## src/rtl/mem_copy_dma.sv

```systemverilog
// Block-copy bus initiator for the single-port data memory: alternates READ/WRITE cycles to copy LEN words SRC->DST.
// Optional running sum of written words when MEM_COPY_CHECKSUM_EN is defined (adds the checksum port).
module mem_copy_dma #(
    parameter int unsigned AW = 12,
    parameter int unsigned DW = 16,
    parameter int unsigned LW = 12
) (
    input  logic          clk,
    input  logic          rst_n,
    input  logic          start,
    input  logic          abort,
    input  logic [AW-1:0] src_addr,
    input  logic [AW-1:0] dst_addr,
    input  logic [LW-1:0] len,
    output logic          busy,
    output logic          done,
    output logic          mem_rd,
    output logic          mem_wr,
    output logic [AW-1:0] mem_addr,
    output logic [DW-1:0] mem_wd,
    input  logic [DW-1:0] mem_rdata
`ifdef MEM_COPY_CHECKSUM_EN
    ,
    output logic [DW-1:0] checksum
`endif
);

    typedef enum logic [1:0] {
        IDLE  = 2'd0,
        READ  = 2'd1,
        WRITE = 2'd2,
        DONE  = 2'd3
    } state_t;

    state_t        state;
    logic [AW-1:0] src_ptr;
    logic [AW-1:0] dst_ptr;
    logic [LW-1:0] remaining;

    // Outputs are registered from the next state; mem_wd doubles as the read buffer.
    always_ff @(posedge clk or negedge rst_n) begin
        if (!rst_n) begin
            state     <= IDLE;
            src_ptr   <= '0;
            dst_ptr   <= '0;
            remaining <= '0;
            busy      <= 1'b0;
            done      <= 1'b0;
            mem_rd    <= 1'b0;
            mem_wr    <= 1'b0;
            mem_addr  <= '0;
            mem_wd    <= '0;
`ifdef MEM_COPY_CHECKSUM_EN
            checksum  <= '0;
`endif
        end else begin
            busy     <= 1'b0;
            done     <= 1'b0;
            mem_rd   <= 1'b0;
            mem_wr   <= 1'b0;
            mem_addr <= '0;
            mem_wd   <= '0;
            case (state)
                IDLE: begin
                    if (start) begin
                        src_ptr   <= src_addr;
                        dst_ptr   <= dst_addr;
                        remaining <= len;
                        busy      <= 1'b1;
`ifdef MEM_COPY_CHECKSUM_EN
                        checksum  <= '0;
`endif
                        if (len != LW'(0)) begin
                            state    <= READ;
                            mem_rd   <= 1'b1;
                            mem_addr <= src_addr;
                        end else begin
                            state <= DONE;
                            done  <= 1'b1;
                        end
                    end
                end
                READ: begin
                    if (abort) begin
                        state <= IDLE;
                    end else begin
                        state    <= WRITE;
                        busy     <= 1'b1;
                        mem_wr   <= 1'b1;
                        mem_addr <= dst_ptr;
                        mem_wd   <= mem_rdata;
                    end
                end
                WRITE: begin
                    // The write lands on this edge even if aborted, so it is always counted.
                    src_ptr   <= src_ptr + AW'(1);
                    dst_ptr   <= dst_ptr + AW'(1);
                    remaining <= remaining - LW'(1);
`ifdef MEM_COPY_CHECKSUM_EN
                    checksum  <= checksum + mem_wd;
`endif
                    if (abort) begin
                        state <= IDLE;
                    end else if (remaining > LW'(1)) begin
                        state    <= READ;
                        busy     <= 1'b1;
                        mem_rd   <= 1'b1;
                        mem_addr <= src_ptr + AW'(1);
                    end else begin
                        state <= DONE;
                        busy  <= 1'b1;
                        done  <= 1'b1;
                    end
                end
                DONE: begin
                    state <= IDLE;
                end
                default: begin
                    state <= IDLE;
                end
            endcase
        end
    end

endmodule

```

## config.mk

```make
export PLATFORM = sky130hd
export DESIGN_NAME = mem_copy_dma
export DESIGN_NICKNAME = d
export VERILOG_FILES = /design/src/rtl/mem_copy_dma.sv
export SDC_FILE = /design/constraint.sdc
export NUM_CORES = 1
export LEC_CHECK = 0
export ABC_AREA = 1
export ABC_CLOCK_PERIOD_IN_PS = 1700
export BUFFER_PORTS_ARGS = -buffer_cell sky130_fd_sc_hd__buf_4
export CORE_MARGIN = 2
export CORE_UTILIZATION = 40
export CTS_CLUSTER_DIAMETER = 60
export DETAILED_ROUTE_END_ITERATION = 6
export SETUP_SLACK_MARGIN = 0.02
export SLEW_MARGIN = 10
export SYNTH_ARGS = -nofsm -noshare
export SYNTH_HDL_FRONTEND = slang
export SYNTH_SLANG_ARGS = --single-unit
```

## constraint.sdc

```tcl
create_clock -name clk -period 1.7 [get_ports clk]
set_clock_uncertainty 0.15 [all_clocks]
set_input_delay 0.255 -clock clk [delete_from_list [all_inputs] [get_ports clk]]
set_output_delay 0.255 -clock clk [all_outputs]
set_load 0.05 [all_outputs]
```

==> summary.txt <==
Yosys
  • Register area share after synthesis: 43.9%
  • Syn Inst Count: 545
  • Post-Syn Nets: 609
  • Ys flop type: dfrtp_1
  • Simple-gate share of the synthesized area: 28.6%
  • Synth Area in Compound Gates: 13.8%
  • Top-count cell post-synth: nand2_1
  • Adder-cell share of the synthesized area: 2.51%
  • Syn_area_per_cell: 7.31 µm²
  • Yosys top cell by area: dfrtp_1
  • EDFF count, synth: 0
  • Flops & latches, synth: 70
  • Synth top area share: 43.9%
  • Main combinational cell family by area after synthesis: simple AND/OR/NAND/NOR gates
  • Asr flop ratio synth: 100%
  • Synth top cells by count: nand2_1, nor2_1, inv_1, dfrtp_1, nand3_1
  • Area contributors post-synth: dfrtp_1, nand2_1, nor2_1
  • Synth warnings: 0
  • Mux share of post-synthesis cell area: 0%
  • Post-Syn Area: 3990 µm²
  • Xor-xnor portion of the synthesized cell area: 0.439%
  • Library cells used by synthesis: 33

Power and ir drop
  • Pwr dens: 1730 nW/µm²
  • Pwr Total: 9530 µW
  • LEAKAGE: 0.00280 µW
  • Worst supply voltage drop on vdd: 0.666 mV

Worst hold path
  • Hold WC Path Type: input port to flop

Setup path
  • CP max stage delay: 0.39 ns
  • Critical path's slowest cell: dfrtp_1
  • CP cell instances: inv_2, ha_4, inv_4, o21ai_4, inv_2, buf_12, a21oi_1, a22o_1, inv_1
  • Reg2reg setup slack: 0.006 ns
  • Worst endpoint required time: 1.80 ns
  • Kind of critical path: flop to flop
  • Critical path's most frequent cell: inv_2
  • Setup crit end kind: flop
  • CP Launch Type: flop
  • Worst-path maximum fanout: 11
  • Crit path DAT: 1.79 ns

STA
  • Slew headroom: 64.9%
  • FMAX: 590 MHz
  • Pins Over Slew Limit: 0
  • Slew @ Worst Pin: 0.527 ns
  • Period utilisation layout: 99.6%
  • RSZ-0062 raised after global routing: true
  • Endpoints failing hold: 0
  • Setup violations, final: 0
  • Min Tclk post-route: 1.69 ns

Route
  • DR vias/cell: 4.83
  • Via count: 3938
  • Routed Wire Length: 10900 µm
  • Residual DRC: 0
  • Drt first pass iters: 5
  • DRT iter0 DRCs: 187
  • ANT nets after route: 0
  • WL/cell: 13.3 µm

Floorplanning
  • IO Count: 88
  • Die H: 104 µm
  • Die Area: 10800 µm²
  • Die W: 104 µm
  • Starting Density: 41.0%
  • Std cell rows: 36
  • Core region area: 9730 µm²

Global route
  • Grt ovf: 0
  • First-pass GRT wire length: 18300 µm
  • GRT Total Usage: 21.0%
  • Initial antenna violation count: 0
  • Largest net degree at the start of global routing: 71
  • Vias in the first global route: 3831

Clock tree
  • H-tree Lvls: 3
  • Clock sink count: 70
  • CTS clk-pin slew, worst paths: 0.08 ns
  • Clock Latency Late Sink: 0.35 ns
  • Root buf cell: clkbuf_8
  • TritonCTS clock tree: built
  • TritonCTS Buffers: 9
  • Clock buffer depth: 2

Run status
  • Status: finished clean

Placement
  • Post-Place Cells: 778
  • Hpwl dp: 7800 µm
  • Port Buf Inserts: 87
  • GPL Wtd Cong: 0.824

Layout
  • Area occupied by multi-input gates: 1910 µm²
  • Final #Nets: 741
  • Area Overhead vs Synth: 38.1%
  • Layout Cells excl Fill: 815
  • Register Area: 1750 µm²
  • Antenna diode count: 0
  • Filler Cell Count: 928
  • Share of layout cells above drive strength 1: 27.0%

Run
  • Number of max-cap violations: 0
==> cell type report <==
type	instances	share of cell area [%]
Inverter	76	5.32
Tap cell	133	3.02
Timing Repair Buffer	142	21.2
Clock buffer	10	2.32
Multi-Input combinational cell	378	34.8
Clock inverter	6	1.57
Sequential cell	70	31.8
==> critical path, delay by kind of cell (launching register included) <==
family / cells / cell delay [ns]
AO/OA/AOI/OAI: 3 / 0.44
flip-flops: 1 / 0.39
buffers and inverters: 5 / 0.44
adder cells (fa/ha/maj): 1 / 0.17
==> final timing paths <==
kind,to,depth (start not counted),start
hold reg to reg,src_ptr[11],2,src_ptr[11]
hold / removal,remaining[1],3,len[1]
min in group asynchronous,remaining[3],3,rst_n
setup / recovery,dst_ptr[4],9,state[0]
setup reg to reg,dst_ptr[4],9,state[0]
max in group asynchronous,mem_wd[10],3,rst_n
==> cell usage in the layout (no fill, tap or decap), drive strengths merged <==
cell type	count
buf	125
nand2	114
nor2	103
inv	75
dfrtp	70
o21ai	46
nand3	44
a21oi	32
dlygate4sd3	17
clkbuf	10
ha	8
a22oi	7
nand4	4
nor3	4
o22ai	4
clkinv	4
a31oi	3
or2	2
xor2	2
a22o	2
bufinv	2
o21bai	1
a31o	1
o211ai	1
clkinvlp	1
==> sequential cells by signal (all words and copies together), names as in the netlist <==
name	flops
remaining	12
done	1
state	2
mem_rd	1
src_ptr	12
mem_wd	16
dst_ptr	12
mem_wr	1
mem_addr	12
busy	1
==> kinds of logic after synthesis <==
kind of cell / after synthesis
AO/OA/AOI/OAI: 97
adder cells (fa/ha/maj): 8
XOR/XNOR: 2
flip-flops: 70
AND/OR/NAND/NOR: 271
buffers and inverters: 97
==> stage by stage <==
| step | utilization, % | setup TNS, ns | setup WS (ns) | hold WS, ns | instance area, µm² |
|---|---|---|---|---|---|
| 3_3_place_gp | 51.0 | -0.0388 | -0.0252 | 0.150 | 4960 |
| 5_1_grt | 56.6 | -1.46 | -0.0951 | 0.0266 | 5510 |
| 6_report | 56.6 | 0 | 0.00598 | 0.0250 | 5510 |
| 2_1_floorplan | - | 0 | 0.0334 | -0.191 | 3990 |
| 4_1_cts | 55.6 | -0.00182 | -0.00182 | 0.00874 | 5410 |
| 3_5_place_dp | 51.0 | -0.549 | -0.0603 | 0.132 | 4960 |
==> what timing repair did <==
action	4_1_cts	5_1_grt
hold endpoints to repair	86	0
buffers inserted	2	3
gates resized for setup	9	28
hold buffers	17	0
pin swaps	2	8
endpoints found under the setup margin	33	46
==> metal layers <==
metal,track usage (%),share of wire [%],wire (µm)
met5,0,0,0
met4,7.92,1.9,203
met3,3.78,4.4,475
met2,34.4,48,5270
met1,27.7,45,4920
==> report_power, final <==
part | switching, µW | internal [µW] | leakage (µW)
registers | 485 | 2340 | 0.000867
logic | 3240 | 1970 | 0.00183
clock network | 677 | 824 | 0.000106
Power figures use the tool's default switching activity.
